--- config.mk ---
export PLATFORM = sky130hd
export DESIGN_NAME = spi_master
export DESIGN_NICKNAME = d
export VERILOG_FILES = /design/src/rtl/spi_master.sv
export SDC_FILE = /design/constraint.sdc
export NUM_CORES = 1
export LEC_CHECK = 0
export CORE_UTILIZATION = 30
export CTS_CLUSTER_SIZE = 28
export DETAILED_ROUTE_END_ITERATION = 6
export PLACE_DENSITY = 0.59
export SLEW_MARGIN = 20
export SYNTH_ARGS = -nofsm -noshare
export SYNTH_HDL_FRONTEND = slang
export SYNTH_SLANG_ARGS = --single-unit
--- constraint.sdc ---
create_clock -name clk -period 4.8 [get_ports clk]
set_input_delay 0.96 -clock clk [delete_from_list [all_inputs] [get_ports clk]]
set_output_delay 0.96 -clock clk [all_outputs]
set_load 0.005 [all_outputs]
--- src/rtl/spi_master.sv ---
// SPI mode-0 master: MSB-first, single chip select, programmable sclk
// half-period (CLK_DIV), word width (DATA_W) and minimum cs-high gap (CS_GAP).
module spi_master #(
    parameter int CLK_DIV = 4,
    parameter int DATA_W  = 4,
    parameter int CS_GAP  = 2
) (
    input  logic              clk,
    input  logic              rst,
    input  logic              start,
    input  logic [DATA_W-1:0] tx_data,
    input  logic              miso,
    output logic              sclk,
    output logic              cs,
    output logic              mosi,
    output logic              busy,
    output logic              done,
    output logic [DATA_W-1:0] rx_data
);

    localparam int CNT_MAX = (CLK_DIV > CS_GAP) ? CLK_DIV : CS_GAP;
    localparam int CNT_W   = $clog2(CNT_MAX + 1);
    localparam int BIT_W   = (DATA_W > 1) ? $clog2(DATA_W) : 1;

    typedef enum logic [2:0] {IDLE, SETUP, HIGH, LOW, DONE, GAP} state_t;

    state_t              r_state;
    logic [CNT_W-1:0]    r_cnt;
    logic [BIT_W-1:0]    r_bit;
    logic [DATA_W-1:0]   r_tx;
    logic [DATA_W-1:0]   r_rx;

    logic                w_div_end;
    logic                w_gap_end;
    logic                w_last_bit;
    logic                w_accept;
    logic [DATA_W-1:0]   w_tx_shift;
    logic [DATA_W-1:0]   w_rx_shift;

    assign w_div_end  = (r_cnt == CNT_W'(CLK_DIV - 1));
    assign w_gap_end  = (r_cnt == CNT_W'(CS_GAP - 1));
    assign w_last_bit = (r_bit == BIT_W'(DATA_W - 1));
    assign w_tx_shift = r_tx << 1;
    assign w_rx_shift = (r_rx << 1) | DATA_W'(miso);
    // A start present as the gap expires is taken on that same edge, so a
    // held start gives a cs-high window of exactly DONE + CS_GAP cycles.
    assign w_accept   = start && ((r_state == IDLE) || (r_state == GAP && w_gap_end));

    // Transfer sequencer: state, counters, shift registers and all outputs.
    always_ff @(posedge clk or posedge rst) begin
        if (rst) begin
            r_state <= IDLE;
            r_cnt   <= '0;
            r_bit   <= '0;
            r_tx    <= '0;
            r_rx    <= '0;
            sclk    <= 1'b0;
            cs      <= 1'b1;
            mosi    <= 1'b0;
            busy    <= 1'b0;
            done    <= 1'b0;
            rx_data <= '0;
        end else begin
            done <= 1'b0;
            if (w_accept) begin
                r_state <= SETUP;
                r_cnt   <= '0;
                r_bit   <= '0;
                r_tx    <= tx_data;
                r_rx    <= '0;
                cs      <= 1'b0;
                busy    <= 1'b1;
                sclk    <= 1'b0;
                mosi    <= tx_data[DATA_W-1];
            end else begin
                case (r_state)
                    IDLE: begin
                        busy <= 1'b0;
                    end
                    SETUP: begin
                        if (w_div_end) begin
                            r_cnt   <= '0;
                            r_state <= HIGH;
                            sclk    <= 1'b1;
                            r_rx    <= w_rx_shift;
                        end else begin
                            r_cnt <= r_cnt + CNT_W'(1);
                        end
                    end
                    HIGH: begin
                        if (w_div_end) begin
                            r_cnt   <= '0;
                            r_state <= LOW;
                            sclk    <= 1'b0;
                            // mosi only moves on the falling edge; after the
                            // final bit it simply holds.
                            if (!w_last_bit) begin
                                r_tx <= w_tx_shift;
                                mosi <= w_tx_shift[DATA_W-1];
                            end
                        end else begin
                            r_cnt <= r_cnt + CNT_W'(1);
                        end
                    end
                    LOW: begin
                        if (w_div_end) begin
                            r_cnt <= '0;
                            if (w_last_bit) begin
                                r_state <= DONE;
                                r_bit   <= '0;
                                cs      <= 1'b1;
                                done    <= 1'b1;
                                mosi    <= 1'b0;
                                rx_data <= r_rx;
                            end else begin
                                r_bit   <= r_bit + BIT_W'(1);
                                r_state <= HIGH;
                                sclk    <= 1'b1;
                                r_rx    <= w_rx_shift;
                            end
                        end else begin
                            r_cnt <= r_cnt + CNT_W'(1);
                        end
                    end
                    DONE: begin
                        r_state <= GAP;
                        r_cnt   <= '0;
                    end
                    GAP: begin
                        if (w_gap_end) begin
                            r_cnt   <= '0;
                            r_state <= IDLE;
                            busy    <= 1'b0;
                        end else begin
                            r_cnt <= r_cnt + CNT_W'(1);
                        end
                    end
                    default: begin
                        r_state <= IDLE;
                        busy    <= 1'b0;
                        cs      <= 1'b1;
                        sclk    <= 1'b0;
                    end
                endcase
            end
        end
    end

endmodule
; ---- After elaboration in Yosys (flattened, before gate mapping)
; Cells that the tools add are included.
[totals]
mem_bits_rw = 0
output_inout_bits = 9
latch_bits = 0
input_bits = 8
elab_cells = 105
mem_bits_ro = 0
reg_bits = 24
memories = 0
[classes]
bitwise = 2
eq_ne = 20
mul = 0
div_mod_pow = 0
shift = 0
reduce_logical = 23
n_mux = 47
n_lt_le_gt_ge = 0
addsub = 2
[ops]
columns = op, count
row1 = two-way mux 3 bit, 13
row2 = "!= test 3 bit, second input constant", 7
row3 = two-way mux 1 bit, 19
row4 = case mux 3 bit (6 select lines), 1
row5 = two-way mux 4 bit, 4
row6 = AND reduction 5 bit, 3
row7 = "equality test 3 x 2 -> 1 bit, second input constant", 3
row8 = case mux 3 bit (3 select lines), 1
row9 = two-way mux 2 bit, 4
row10 = "!= test 2 x 1 -> 1 bit, second input constant", 4
row11 = case mux 4 bit (2 select lines), 1
row12 = AND reduction 4 bit, 2
row13 = "equality test 3 x 1 -> 1 bit, second input constant", 2
row14 = "equality test 3 bit, second input constant", 2
row15 = case mux 1 bit (2 select lines), 3
row16 = AND reduction 3 bit, 2
row17 = nonzero test 2 bit, 3
row18 = nonzero test 3 bit, 2
row19 = OR reduction 3 bit, 2
row20 = OR reduction 5 bit, 1
row21 = bitwise OR 4 x 1 -> 4 bit, 1
row22 = case mux 1 bit (4 select lines), 1
row23 = AND reduction 2 bit, 2
row24 = nonzero test 4 bit, 1
row25 = 9 further kinds, 10

; ---- Longest topological paths before layout
[depth]
ltp_word = 6
mapped_depth = 7
depth_no_buf = 6

; ---- Least setup slack after synthesis
; No wires, ideal clock.
[synth_timing]
path_type = in2reg
startpoint = input port start
endpoint = register r_rx[0]
arrival_time_ns = 1.707
required_ns = 4.679
setup_slack_ns = 2.972
n_path_buf = 0
stages = 4
setup_ns = 0.121
path_cell_list = or3b_1 > a21oi_2 > o21ai_2 > a22o_1
[synth_between]
elab_chain_cells = 3
word_cells_on_any_way = 7
classes_between = 3 x eq/ne / 1 x mux / 3 x reduce/logical
[synth_rtl]
columns = element, line_no
row1 = start: declaration, 10  ; input logic start,
row2 = logical AND 1 bit *, 47  ; assign w_accept = start && ((r_state == IDLE) || (r_state == GAP && w_gap_end));
row3 = != test 3 bit (no source line) or nonzero test 3 bit (tied branches), n/a
row4 = AND reduction 4 bit (no source line), n/a
row5 = end signal: assignment, 85  ; r_rx <= w_rx_shift;
row6 = end signal: assignment, 119  ; r_rx <= w_rx_shift;
row7 = end: declaration, 31  ; logic [DATA_W-1:0] r_rx;
; Mark *: on every way between the ends. The rest lies on a longest branch, timed or not.
; A chain may end at the register's enable or synchronous reset.

; ---- Final worst setup path
[layout_timing]
startpoint = register cs
endpoint = output port cs
[layout_rtl]
columns = element, line_no
row1 = start: declaration, 14  ; output logic cs,
row2 = start signal: assignment, 58  ; cs <= 1'b1;
row3 = start signal: assignment, 71  ; cs <= 1'b0;
row4 = start signal: assignment, 111  ; cs <= 1'b1;
; No word-level cell between the ends.

==> metrics.txt <==
# TYPE chip_impl_metric gauge
chip_impl_metric{name="cts_bufs_inserted",unit=""} 3
chip_impl_metric{name="hpwl",unit="um"} 1710
chip_impl_info{name="timing.critical_path.max_delay_family",value="flip-flops"} 1
chip_impl_metric{name="drive_above_1_share",unit="%"} 12.1
chip_impl_metric{name="xor_xnor_share_of_the_synthesized_area",unit="%"} 0.676
chip_impl_info{name="outcome",value="finished, final reports clean"} 1
chip_impl_metric{name="fin_area",unit="mm2"} 0.00154
chip_impl_metric{name="yosysWarningCount",unit=""} 0
chip_impl_metric{name="maxCapViolations",unit=""} 0
chip_impl_metric{name="report.power.total",unit="mW"} 0.842
chip_impl_metric{name="worst-endpoint-arrival",unit="ps"} 1300
chip_impl_info{name="crit-reg2reg-launch",value="r_cnt[0]"} 1
chip_impl_info{name="leading_cell_type_in_the_layout_fill_and_taps_excluded",value="sky130_fd_sc_hd__dfrtp_1"} 1
chip_impl_metric{name="number_of_endpoints_with_negative_hold_slack_in_the_final_report",unit=""} 0
chip_impl_metric{name="clock_path_buffers",unit=""} 2
chip_impl_metric{name="synth-adder-area-share",unit="%"} 4.83
chip_impl_metric{name="clock_latency",unit="ps"} 270
chip_impl_metric{name="timing.critical_path.required",unit="ps"} 3840
chip_impl_metric{name="clock_skew",unit="ps"} 2.73
chip_impl_metric{name="syn_area",unit="mm2"} 0.00130
chip_impl_metric{name="floorplan.rows",unit=""} 23
chip_impl_metric{name="vias_per_cell",unit=""} 5.00
chip_impl_metric{name="design.die.area",unit="mm2"} 0.00459
chip_impl_metric{name="worst_slew_margin_rel",unit="%"} 38.0
chip_impl_metric{name="grt_first_pass_wirelength",unit="um"} 4460
chip_impl_metric{name="worst_hold_margin",unit="ps"} 496
chip_impl_metric{name="buffer_ports.inserted",unit=""} 16
chip_impl_metric{name="synth_edf_count",unit=""} 0
chip_impl_info{name="mostFrequentLayoutCells",value="sky130_fd_sc_hd__dfrtp_1 (23), sky130_fd_sc_hd__clkdlybuf4s50_1 (16), sky130_fd_sc_hd__nand2_1 (10)"} 1
chip_impl_metric{name="die_h",unit="um"} 67.7
chip_impl_metric{name="num_io_pins",unit=""} 17
chip_impl_metric{name="share_of_the_synthesized_area_in_compound_gates_ao_oa_aoi_oai",unit="%"} 15.5
chip_impl_metric{name="cp.depth",unit=""} 1
chip_impl_metric{name="die_width",unit="um"} 67.7
chip_impl_metric{name="post_synthesis_register_bit_count",unit=""} 24
chip_impl_metric{name="worst_path_largest_cell_delay",unit="ps"} 540
chip_impl_metric{name="synth_cell_type_count",unit=""} 39
chip_impl_metric{name="dr.first_iter.drc_count",unit=""} 35
chip_impl_metric{name="ant_nets",unit=""} 0
chip_impl_metric{name="hold_buffers",unit=""} 0
chip_impl_metric{name="detailedRoute.firstPassIterationCount",unit=""} 4
chip_impl_metric{name="worstPathMaxFanout",unit=""} 2
chip_impl_info{name="synth_top_family_by_area",value="simple AND/OR/NAND/NOR gates"} 1
chip_impl_metric{name="finalMaxSlewViolations",unit=""} 0
chip_impl_info{name="crit_path_start",value="cs"} 1
chip_impl_metric{name="synth_simple_gate_area_share",unit="%"} 19.4
chip_impl_info{name="synth_area_leaders",value="sky130_fd_sc_hd__dfrtp_1 (44%), sky130_fd_sc_hd__ha_1 (4.8%), sky130_fd_sc_hd__mux2_2 (4.3%)"} 1
chip_impl_metric{name="yosys.area.top_type_share",unit="%"} 44.4
chip_impl_info{name="critPathSlowestCell",value="sky130_fd_sc_hd__dfstp_2"} 1
chip_impl_metric{name="all_layer_gr_usage",unit="%"} 12.9
chip_impl_metric{name="grt_remaining_overflow",unit=""} 0
chip_impl_info{name="worst_hold_path_type",value="flip-flop to flip-flop"} 1
chip_impl_metric{name="routed_wire_length_per_instance",unit="um"} 12.6
chip_impl_metric{name="timing.critical_path.buf_inv",unit=""} 1
chip_impl_metric{name="final_nets",unit=""} 155
chip_impl_metric{name="clkTransAtPathRegs",unit="ps"} 80
chip_impl_metric{name="final_cycle_share",unit="%"} 47.0
chip_impl_info{name="worstSetupPathType",value="flip-flop to primary output"} 1
chip_impl_metric{name="leakagePower",unit="nW"} 0.666
chip_impl_metric{name="tritoncts_num_sinks",unit=""} 24
chip_impl_info{name="rsz0062_at_grt",value="false"} 1
chip_impl_metric{name="timing.final.setup_violations",unit=""} 0
chip_impl_info{name="tritoncts",value="built"} 1
chip_impl_metric{name="ir_drop",unit="uV"} 290
chip_impl_info{name="endpoint",value="cs"} 1
chip_impl_metric{name="tightest_slew",unit="ps"} 929
chip_impl_info{name="dominant_register_cell_in_the_synthesized_netlist",value="sky130_fd_sc_hd__dfrtp_1"} 1
chip_impl_info{name="post-synth-top-area-cell",value="sky130_fd_sc_hd__dfrtp_1"} 1
chip_impl_metric{name="synthesis.instances",unit=""} 128
chip_impl_metric{name="replace_congestion",unit=""} 0.743
chip_impl_metric{name="max_freq",unit="MHz"} 443
chip_impl_metric{name="post_synthesis_to_final_layout_area_growth",unit="%"} 19.0
chip_impl_metric{name="reg2reg_slack",unit="ps"} 2890
chip_impl_metric{name="antenna_found_initial",unit=""} 0
chip_impl_metric{name="syn_avg_cell_area",unit="um2"} 10.1
chip_impl_metric{name="drt_drc_violations_left",unit=""} 0
chip_impl_info{name="worstSetupEndpointType",value="primary output"} 1
chip_impl_metric{name="initial_utilization",unit="%"} 31.7
chip_impl_metric{name="detailed_place.area",unit="mm2"} 0.00147
chip_impl_metric{name="cellPowerDensity",unit="mW/mm2"} 546
chip_impl_info{name="cells_along_the_critical_path",value="clkdlybuf4s50_1"} 1
chip_impl_metric{name="ctsResizeCount",unit=""} 0
chip_impl_metric{name="postSynthNetCount",unit=""} 141
chip_impl_metric{name="post-cts-setup-buffers",unit=""} 0
chip_impl_metric{name="first_global_vias",unit=""} 978
chip_impl_info{name="critPathLaunchType",value="flip-flop"} 1
chip_impl_metric{name="core_area",unit="mm2"} 0.00409
chip_impl_metric{name="async_reset_ff_share",unit="%"} 100
chip_impl_metric{name="grt_start_max_net_pins",unit=""} 25
chip_impl_metric{name="antennaDiodeCount",unit=""} 0
chip_impl_metric{name="worst_r2r_path_depth",unit=""} 6
chip_impl_metric{name="vias",unit=""} 955
chip_impl_metric{name="period_needed",unit="ps"} 2260
chip_impl_metric{name="h-tree-depth",unit=""} 1
chip_impl_metric{name="yosysSeqAreaShare",unit="%"} 46.4
chip_impl_info{name="cts-root-buf",value="sky130_fd_sc_hd__clkbuf_8"} 1
chip_impl_info{name="worst_r2r_endpoint",value="r_tx[1]"} 1
chip_impl_metric{name="fraction_of_synthesized_area_in_multiplexers",unit="%"} 7.43
chip_impl_metric{name="fin_setup_tns",unit="ps"} 0
chip_impl_metric{name="wirelength",unit="um"} 2400
-- cell usage after synthesis (all sizes together), types with 2 or more instances --
library cell	instances
dfrtp	23
nand2	10
a21oi	8
nor2	8
buf	7
inv	7
nand3	7
o21ai	7
nor3	6
ha	5
mux2	5
nor2b	5
a22o	4
mux2i	4
o22ai	3
nor3b	2
-- cell families (layout without fill, tap and decap cells) --
kind of cell,count (synthesis),after routing
and+or+nand+nor,45,45
AOI/OAI and AO/OA,30,30
DFF,24,24
buffers and inverters,14,27
muxes,9,9
adders and majority gates,5,5
xor gates and xnor gates,1,1
-- through the flow --
stage	setup WS [ps]	std cells	utilization, %
after floorplan	2970	128	-
after CTS	2530	191	37.8
final	2540	191	37.8
after global routing	2510	191	37.8
after global placement	2370	187	36.0
after detailed placement	2330	187	36.0
-- layout make-up --
type,instances,area (um2)
repair buffers,16,160
clock buffers,3,41.3
flip-flops and latches,24,602
inverters,7,26.3
fillers,431,2540
clock inverters,1,30.0
multi-input cells,90,621
well taps,50,62.6
-- state kept, by name, summed over array words and instances (netlist names) --
register,flops
rx_data,4
busy,1
mosi,1
r_tx,3
cs,1
done,1
r_state,3
r_rx,4
r_bit,2
r_cnt,3
sclk,1
-- worst min path at each step --
stage	depth (start not counted)	start	to
6_report	1	r_bit[0]	r_bit[0]
5_1_grt	1	r_bit[0]	r_bit[0]
4_1_cts	1	r_bit[0]	r_bit[0]
3_5_place_dp	2	r_tx[0]	r_tx[0]
3_3_place_gp	1	r_bit[0]	r_bit[0]
2_1_floorplan	1	r_bit[0]	r_bit[0]
-- where the power goes --
group	internal (mW)	leakage (nW)	total (mW)	switching (mW)
clock network	0.111	0.0357	0.178	0.0664
logic	0.170	0.330	0.312	0.142
registers	0.278	0.300	0.351	0.0732
-- routing by layer --
metal  wire length [um]  vias to the layer above  share of wire [%]  track usage [%]
li1                   -                      486                  -                -
met1               1150                      448                 48             16.6
met2               1140                       19                 48             21.2
met3                 93                        2                3.9             3.55
met4                 19                        0               0.79             3.19
met5                  0                        -                  0                0
(Power assumes the default switching activity.)
